`src/rtl/pulse_monitor_if.sv`:
```
// Pulse line, result handshake and measurement fields between pulse_monitor
// and its consumer.
interface pulse_monitor_if #(
  parameter int WIDTH_W = 8,
  parameter int COUNT_W = 4
);
  logic               signal;
  logic               ack;
  logic               rise;
  logic               busy;
  logic               valid;
  logic [COUNT_W-1:0] count;
  logic [WIDTH_W-1:0] last_width;
  logic [WIDTH_W-1:0] max_width;
  logic               overflow;

  modport master (
    input  signal, ack,
    output rise, busy, valid, count, last_width, max_width, overflow
  );

  modport slave (
    output signal, ack,
    input  rise, busy, valid, count, last_width, max_width, overflow
  );
endinterface

```
`src/rtl/pulse_monitor.sv`:
```
// Samples an asynchronous pulse line and measures each burst: pulse count,
// last and longest high-width, reported through a valid/ack handshake.
//
// state | meaning
// IDLE  | waiting for the first rising edge of a burst
// HIGH  | line high, width counter running
// LOW   | line low inside a burst, gap counter running
// DONE  | result held, waiting for ack
module pulse_monitor #(
  parameter int WIDTH_W = 8,
  parameter int COUNT_W = 4,
  parameter int GAP     = 8
) (
  input  logic             clock,
  input  logic             reset,
  pulse_monitor_if.master  bus
);

  typedef enum logic [1:0] {IDLE, HIGH, LOW, DONE} state_t;

  localparam logic [WIDTH_W-1:0] WMAX    = '1;
  localparam logic [COUNT_W-1:0] CMAX    = '1;
  localparam logic [WIDTH_W-1:0] GAP_END = WIDTH_W'(GAP - 1);

  state_t             state, state_nx;
  logic               s1, s2, s3;
  logic               rise_i;
  logic               rise;
  logic [WIDTH_W-1:0] width;
  logic [WIDTH_W-1:0] gap;
  logic [WIDTH_W-1:0] last_width;
  logic [WIDTH_W-1:0] max_width;
  logic [COUNT_W-1:0] count;
  logic               overflow;

  // s1/s2 resynchronise the line; s3 only serves edge detection
  always_ff @(posedge clock or negedge reset) begin
    if (!reset) begin
      s1   <= 1'b0;
      s2   <= 1'b0;
      s3   <= 1'b0;
      rise <= 1'b0;
    end else begin
      s1   <= bus.signal;
      s2   <= s1;
      s3   <= s2;
      rise <= rise_i;
    end
  end

  assign rise_i = s2 & ~s3;

  always_ff @(posedge clock or negedge reset) begin
    if (!reset) state <= IDLE;
    else        state <= state_nx;
  end

  always_comb begin
    state_nx = state;
    case (state)
      IDLE: if (rise_i) state_nx = HIGH;
      HIGH: if (!s2) state_nx = LOW;
      LOW: begin
        if (rise_i)              state_nx = HIGH;
        else if (gap == GAP_END) state_nx = DONE;
      end
      DONE: if (bus.ack) state_nx = IDLE;
      default: state_nx = IDLE;
    endcase
  end

  always_ff @(posedge clock or negedge reset) begin
    if (!reset) begin
      width      <= '0;
      gap        <= '0;
      last_width <= '0;
      max_width  <= '0;
      count      <= '0;
      overflow   <= 1'b0;
    end else begin
      case (state)
        IDLE: begin
          if (rise_i) begin
            count     <= COUNT_W'(1);
            width     <= WIDTH_W'(1);
            max_width <= '0;
            overflow  <= 1'b0;
          end
        end
        HIGH: begin
          if (s2) begin
            if (width == WMAX) overflow <= 1'b1;
            else               width    <= width + 1'b1;
          end else begin
            last_width <= width;
            max_width  <= (width > max_width) ? width : max_width;
            gap        <= WIDTH_W'(1);
          end
        end
        LOW: begin
          // a rising edge always beats the gap timeout
          if (rise_i) begin
            if (count == CMAX) overflow <= 1'b1;
            else               count    <= count + 1'b1;
            width <= WIDTH_W'(1);
          end else if (gap != GAP_END) begin
            gap <= gap + 1'b1;
          end
        end
        default: ;
      endcase
    end
  end

  assign bus.rise       = rise;
  assign bus.busy       = (state == HIGH) || (state == LOW);
  assign bus.valid      = (state == DONE);
  assign bus.count      = count;
  assign bus.last_width = last_width;
  assign bus.max_width  = max_width;
  assign bus.overflow   = overflow;

endmodule
```
`src/flat_wrapper.sv`:
```
// flat-port wrapper written by rule: the top's interface ports become plain ports
module pulse_monitor_flat 
#(
  parameter int WIDTH_W = 8,
  parameter int COUNT_W = 4,
  parameter int GAP     = 8
)
  (clock, reset, bus_signal, bus_ack, bus_rise, bus_busy, bus_valid, bus_count, bus_last_width, bus_max_width, bus_overflow);
  pulse_monitor_if #(.WIDTH_W(WIDTH_W), .COUNT_W(COUNT_W)) bus_i ();
  input  logic clock;
  input  logic reset;
  input wire logic [$bits(bus_i.signal)-1:0] bus_signal;
  input wire logic [$bits(bus_i.ack)-1:0] bus_ack;
  output wire logic [$bits(bus_i.rise)-1:0] bus_rise;
  output wire logic [$bits(bus_i.busy)-1:0] bus_busy;
  output wire logic [$bits(bus_i.valid)-1:0] bus_valid;
  output wire logic [$bits(bus_i.count)-1:0] bus_count;
  output wire logic [$bits(bus_i.last_width)-1:0] bus_last_width;
  output wire logic [$bits(bus_i.max_width)-1:0] bus_max_width;
  output wire logic [$bits(bus_i.overflow)-1:0] bus_overflow;
  assign bus_i.signal = bus_signal;
  assign bus_i.ack = bus_ack;
  assign bus_rise = bus_i.rise;
  assign bus_busy = bus_i.busy;
  assign bus_valid = bus_i.valid;
  assign bus_count = bus_i.count;
  assign bus_last_width = bus_i.last_width;
  assign bus_max_width = bus_i.max_width;
  assign bus_overflow = bus_i.overflow;
  pulse_monitor #(.WIDTH_W(WIDTH_W), .COUNT_W(COUNT_W), .GAP(GAP)) u_core (.clock(clock), .reset(reset), .bus(bus_i));
endmodule
```
`config.mk`:
```
export PLATFORM = sky130hd
export DESIGN_NAME = pulse_monitor_flat
export DESIGN_NICKNAME = d
export VERILOG_FILES = /design/src/rtl/pulse_monitor_if.sv /design/src/rtl/pulse_monitor.sv /design/src/flat_wrapper.sv
export SDC_FILE = /design/constraint.sdc
export NUM_CORES = 1
export LEC_CHECK = 0
export ABC_CLOCK_PERIOD_IN_PS = 2500
export CAP_MARGIN = 0
export CORE_UTILIZATION = 60
export CTS_BUF_LIST = sky130_fd_sc_hd__clkbuf_8 sky130_fd_sc_hd__clkbuf_16
export DETAILED_ROUTE_END_ITERATION = 6
export DONT_BUFFER_PORTS = 1
export PLACE_DENSITY = 0.79
export RECOVER_POWER = 100
export SYNTH_ARGS = -nofsm -noshare
export SYNTH_HDL_FRONTEND = slang
export SYNTH_SLANG_ARGS = --single-unit
```
`constraint.sdc`:
```
create_clock -name clock -period 2.5 [get_ports clock]
set_clock_uncertainty 0.2 [all_clocks]
set_input_delay 0.25 -clock clock [delete_from_list [all_inputs] [get_ports clock]]
set_output_delay 0.25 -clock clock [all_outputs]
set_load 0.02 [all_outputs]
```
==> impl_summary.txt <==
----------------------------------------------------
[Placement]
  Hpwl dp ... ~3300 um
  Port-buffer cells ... 0
  Last weighted congestion value of the routability-driven placer ... roughly 0.83
  Post-place setup slack ... about 0.32 ns

[Synth]
  Register bit count reported by yosys ... 43
  Post-synthesis instance area ... roughly 2200 um2
  Area share of the largest cell type after synthesis ... 0.481
  Ranking of synthesized cells by area ... dfrtp_1 48%, ha_1 8.4%, mux2_2 4.0%
  Top cell types by occurrence after synthesis ... 43 x dfrtp_1, 16 x nand2_1, 15 x ha_1, 15 x nor2_1
  Most repeated cell in the gate-level netlist after synthesis ... dfrtp_1
  Area leader, netlist ... dfrtp_1
  Post-synthesis cell count ... 219
  Portion of the post-synthesis area used by sequential elements ... 0.481
  Number of distinct library cell variants in the gate-level netlist after synthesis ... 42
  Mean instance size in the synthesized netlist ... around 10 um2
  Async SR Flop Fraction ... 1.00
  Nets in the synthesized netlist ... 238
  Predominant post-synthesis flop cell ... dfrtp_1
  Syn. warnings ... 0
  Number of synthesized flops with an enable pin ... 0

[Floorplan]
  Die area ... just under 4000 um2
  I/O Pins ... 28
  Vertical die dimension ... 63.1 um
  Initial core utilization ... 0.650
  Cell Rows ... 21
  Placeable core region ... 3440 um2
  Width of the chip ... 63.1 um

[Final layout]
  Seq. cell area ... 1080 um2
  Area used by multi-input combinational logic ... 1080 um2
  FILL cells ... around 270
  Fraction of layout instances using a drive strength above 1 ... 0.100
  Core utilization of the finished layout ... 0.695
  Number of nets in the layout ... ~250
  Area delta synth->final ... 6.82%
  Count of inserted antenna diode cells ... 0

[Timing]
  Final worst path period share ... 0.887
  Fmax ... 0.451 GHz
  Worst-case headroom to the max-slew limit ... 0.318
  Final count of hold timing violations ... 0
  Final critical-path required period ... 2.22 ns
  Worst-Margin Slew ... between 1 and 1.5 ns
  Worst hold slack across all endpoints ... 0.143 ns
  Post-Route Setup TNS ... 0 ns
  Setup-failing EPs final ... 0
  Number of max-slew violations in the final report ... 0
  Worst-case setup margin in the final layout ... 0.281 ns
  Setup repair after global routing missed its margin ... no

[Global routing]
  Largest net degree at the start of global routing ... 44
  Routing usage on met1 ... 0.300
  Via count of the first global-routing pass ... roughly 1700
  Met3 Use GR ... 0.0525
  Met2 track demand over resource ... 0.427
  Total congestion overflow after global routing ... 0
  Initial antenna violation count ... 0
  Busiest layer in global routing ... met2
  First-pass GRT wire length ... 7740 um
  Total global-route track usage ... 0.247

[Route]
  Drt first-iter violations ... ~140
  Post-route DRC violation count ... 0
  Drt first pass iters ... 4
  Vias per std cell ... approximately 6.2
  Overall routed net length ... around 4400 um
  Total via count after detailed routing ... 1701
  Count of nets left with antenna violations after detail routing ... 0
  Routed wirelength normalized by instance count ... 16.2 um

[Setup path]
  Crit path launch type ... flip-flop
  Source of the worst register-to-register timing path ... u_core.bus.max_width[5]
  Critical Path Fanout Max ... 8
  Worst EP arrival ... 2.24 ns
  Capturing point of the worst reg2reg path ... u_core.bus.max_width[7]
  Type of the worst setup path ... reg -> reg
  Register-to-register setup slack ... about 0.28 ns
  Logic depth of the worst register-to-register path ... 7
  Data required time of the worst path ... 2.52 ns
  Type of destination of the critical path ... flip-flop

[Clock network]
  Number of buffers on the longest clock path ... 2
  Clk root buf ... clkbuf_8
  Number of clock buffers inserted by TritonCTS ... 5
  CTS tree ... yes
  Clock insertion delay at the later pin of the skew report ... 0.28 ns
  Clock-pin slew on the worst setup and hold paths ... approximately 0.080 ns
  CTS H-tree lvls ... 2
  CTS sink cnt ... 43

[Power]
  PwrDens ... 1060 nW/um2
  Leak pwr ... between 1 and 1.5 nW
  Max IR drop VDD ... ~580 uV

[Hold path]
  Worst hold path stage count ... 3
  Type of the worst min-delay path ... in -> reg
  Hold Crit Start ... bus_ack
  Hold worst-path end ... u_core.state[1]

[Run status]
  Status ... finished, final reports clean

[Job]
  Total of max-cap violations ... 0

----------------------------------------------------
## kinds of logic after synthesis
kind of cell | Yosys count | share of synthesized area
adder cells (fa/ha/maj) | 15 | 0.0838
XOR/XNOR | 6 | 0.0235
buffers and inverters | 19 | 0.0363
multiplexers | 9 | 0.0453
flip-flops | 43 | 0.481
AND/OR/NAND/NOR | 73 | 0.169
AO/OA/AOI/OAI | 54 | 0.162
## per-layer routing
layer	wire (um)	up-vias	share of wire
li1	-	815	-
met1	1900	842	0.43
met2	2320	35	0.52
met3	173	9	0.039
met4	50	0	0.011
met5	0	-	0
## worst max path at each step
| stage | from | to | slack, ns | cells after the start |
|---|---|---|---|---|
| after floorplan | u_core.state[0] | u_core.bus.overflow | 0.47 | 7 |
| after global placement | u_core.state[0] | u_core.bus.overflow | 0.32 | 7 |
| after detailed placement | u_core.state[0] | u_core.bus.overflow | 0.32 | 7 |
| after CTS | u_core.state[0] | u_core.bus.overflow | 0.30 | 7 |
| after global routing | u_core.state[0] | u_core.bus.overflow | 0.14 | 7 |
| final | u_core.bus.max_width[5] | u_core.bus.max_width[7] | 0.28 | 7 |
## placed cells by master (no fill, tap or decap), types with 2 or more instances in the layout
cell,count
dlygate4sd3_1,2
a211oi_1,2
a31oi_1,2
dfrtp_1,43
clkbuf_8,5
nand4_1,9
inv_1,16
and4_1,2
a22o_1,10
o21ai_0,14
clkbuf_1,2
o31ai_1,4
and2_1,6
nand2_1,16
nand2b_1,5
mux2_2,8
xor2_1,6
a21oi_1,12
ha_1,15
nand3_1,12
nor2_1,15
a21o_1,2
clkinv_2,2
## area by class of cell
| class | count | area share |
|---|---|---|
| clock buffers | 5 | 0.0288 |
| clock inverters | 3 | 0.00523 |
| inverters | 15 | 0.0241 |
| multi-input cells | 157 | 0.451 |
| flip-flops and latches | 43 | 0.450 |
| well taps | 46 | 0.0241 |
| repair buffers | 6 | 0.0167 |
## per-stage QoR
stage	cell area, um2	total power [W]	cells
after floorplan	2240	0.00189	219
after global placement	2290	0.00208	264
after detailed placement	2290	0.00214	264
after CTS	2420	0.00257	275
after global routing	2390	0.00273	275
final	2390	0.00254	275
## worst max-delay path: stages, from the launching register on
cell	delay [ns]
dfrtp_1	0.47
inv_1	0.08
ha_1	0.32
a21oi_1	0.13
nor2_1	0.05
a211oi_1	0.36
a32o_2	0.36
a22o_1	0.18
## power breakdown
part | switching (W) | leakage, nW | internal (W)
clock network | 0.000211 | 0.0505 | 0.000188
registers | 0.000259 | 0.568 | 0.000833
logic | 0.000646 | 0.498 | 0.000402
total | 0.00112 | 1.12 | 0.00142
## repair_timing
| item | 4_1_cts | 5_1_grt |
|---|---|---|
| resized for setup | 0 | 0 |
| hold buffers | 3 | 0 |
| buffers inserted | 0 | 0 |
| hold endpoints to repair | 44 | 0 |
## state kept, by name, summed over array words and instances, names as in the netlist
| register | cells |
|---|---|
| u_core.width | 8 |
| u_core.s2 | 1 |
| u_core.bus.overflow | 1 |
| u_core.s1 | 1 |
| u_core.state | 2 |
| u_core.gap | 8 |
| u_core.bus.count | 4 |
| u_core.bus.max_width | 8 |
| u_core.bus.last_width | 8 |
| u_core.bus.rise | 1 |
| u_core.s3 | 1 |
Power figures use the tool's default switching activity.
==> RTL change: new RTL, same flow settings <==
`COUNT_W` is set to 4 in 3 places; all go to 3.
--- a/src/rtl/pulse_monitor_if.sv
+++ b/src/rtl/pulse_monitor_if.sv
@@ -3,5 +3,5 @@
 interface pulse_monitor_if #(
   parameter int WIDTH_W = 8,
-  parameter int COUNT_W = 4
+  parameter int COUNT_W = 3
 );
   logic               signal;
--- a/src/rtl/pulse_monitor.sv
+++ b/src/rtl/pulse_monitor.sv
@@ -9,5 +9,5 @@
 module pulse_monitor #(
   parameter int WIDTH_W = 8,
-  parameter int COUNT_W = 4,
+  parameter int COUNT_W = 3,
   parameter int GAP     = 8
 ) (
--- a/src/flat_wrapper.sv
+++ b/src/flat_wrapper.sv
@@ -3,5 +3,5 @@
 #(
   parameter int WIDTH_W = 8,
-  parameter int COUNT_W = 4,
+  parameter int COUNT_W = 3,
   parameter int GAP     = 8
 )
Interface: changed (resized bus_count); port bits go from 28 to 27. No check against the original RTL was run, so the function may have changed too.
==> RTL change against the unedited design <==
  * Power rose by 14%
  * Routed wire length fell by 1.8%
  * Sequential share of layout area fell by 1.4 points
  * Area after synthesis fell by 0.84%
  * Sequential cell count fell by 1
  * Worst setup slack got worse by 0.041 ns
  * Sequential power rose by 6%
  * Final area rose by 0.84%
  * First-iteration DRC count rose by 18%
  * Critical endpoint is now u_core.bus.max_width[5]
==> RTL change: results <==
group,metric,value,unit
final_layout,drive_gt1_share,13.6,%
synthesis,netlist_top_cells_count,"42 x dfrtp_1, 17 x nor2_1, 16 x ha_1",
critical_path,ff2ff_path_depth,6,
drt,wire_per_inst,16.4,um
sta,tightest_slew,1.00,ns
cts,cts_hold_buf,3,
critical_path,crit_start,"u_core.bus.max_width[7]",
critical_path,crit_family,"compound AO/OA/AOI/OAI gates",
synthesis,synthCells,208,
global_route,grt_pass1_vias,1670,
min_path,min_path_type,"in2reg",
drt,via_per_inst,6.26,
final_layout,final_nets,239,
global_route,grt_first_pass_wirelength,7520,um
status,outcome,"completed",
placed_design,dpl.hpwl,3150,um
critical_path,r2r-end,"u_core.bus.max_width[5]",
synthesis,syn_nets,228,
sta,setup_ws,0.240,ns
drt,drt_iter0_markers,166,
global_route,grt.total_usage,24.7,%
global_route,grt_max_degree,43,
global_route,met3_usage,7.66,%
synthesis,synth_area_leaders,"dfrtp_1 47%, ha_1 9.0%, a22o_1 5.1%",
global_route,met2_usage,41.0,%
placed_design,dp_cells,255,
drt,drtPass1Iterations,5,
global_route,grtUsageMet1,30.4,%
pwr,ir_drop,0.897,mV
drt,drt_wl_total,4370,um
critical_path,critical-path-max-stage-delay,0.55,ns
critical_path,cp_slowest_cell,"o32ai_2",
placed_design,place_congestion,0.911,
## RTL change: stage by stage
stage               util [%]  instance area [um2]  hold WS [ns]
floorplan                  -                 2220        -0.246
global placement        66.7                 2300        -0.245
detailed placement      66.7                 2300        -0.245
CTS                     71.0                 2440         0.131
global route            70.0                 2410         0.156
finish                  70.0                 2410         0.137
## RTL change: tightest hold or removal path, delay by kind of cell
| kind | cells | cell delay [ns] |
|---|---|---|
| AO/OA/AOI/OAI | 2 | 0.29 |
| buffers and inverters | 1 | 0.04 |
## RTL change: kinds of logic after synthesis
| logic type | count (synthesis) | share of synthesized area, % |
|---|---|---|
| DFF | 42 | 47.4 |
| buffers and inverters | 19 | 3.55 |
| and+or+nand+nor | 68 | 17.0 |
| AOI/OAI and AO/OA | 46 | 15.4 |
| muxes | 9 | 4.51 |
| xor gates and xnor gates | 8 | 3.16 |
| adders and majority gates | 16 | 9.02 |
## RTL change: layout make-up
class / instances / area [um2]
clock buffer: 5 / 68.8
inverter: 14 / 52.6
tap: 46 / 57.6
fill: 267 / 1030
timing repair buffer: 9 / 58.8
clock inverter: 3 / 40.0
sequential: 42 / 1050
multi-input combinational: 147 / 1080
## RTL change: metal layers
metal | routed length, um | share of wire (%)
met3 | 291 | 6.7
met1 | 1830 | 42
met2 | 2180 | 50
met4 | 61 | 1.4
met5 | 0 | 0
## RTL change: worst min path at each step
stage	depth (start not counted)	slack, ns	endpoint	start
after detailed placement	0	-0.24	u_core.bus.max_width[4]	reset
after global routing	3	0.16	u_core.state[1]	bus_ack
final	3	0.14	u_core.state[1]	bus_ack
after global placement	0	-0.24	u_core.bus.max_width[4]	reset
after CTS	3	0.13	u_core.state[1]	bus_ack
after floorplan	0	-0.25	u_core.bus.count[0]	reset
## RTL change: report_power, final
part	internal [W]	switching (W)
Clock	0.000294	0.000231
Sequential	0.000857	0.000288
Combinational	0.000488	0.000740
Total	0.00164	0.00126
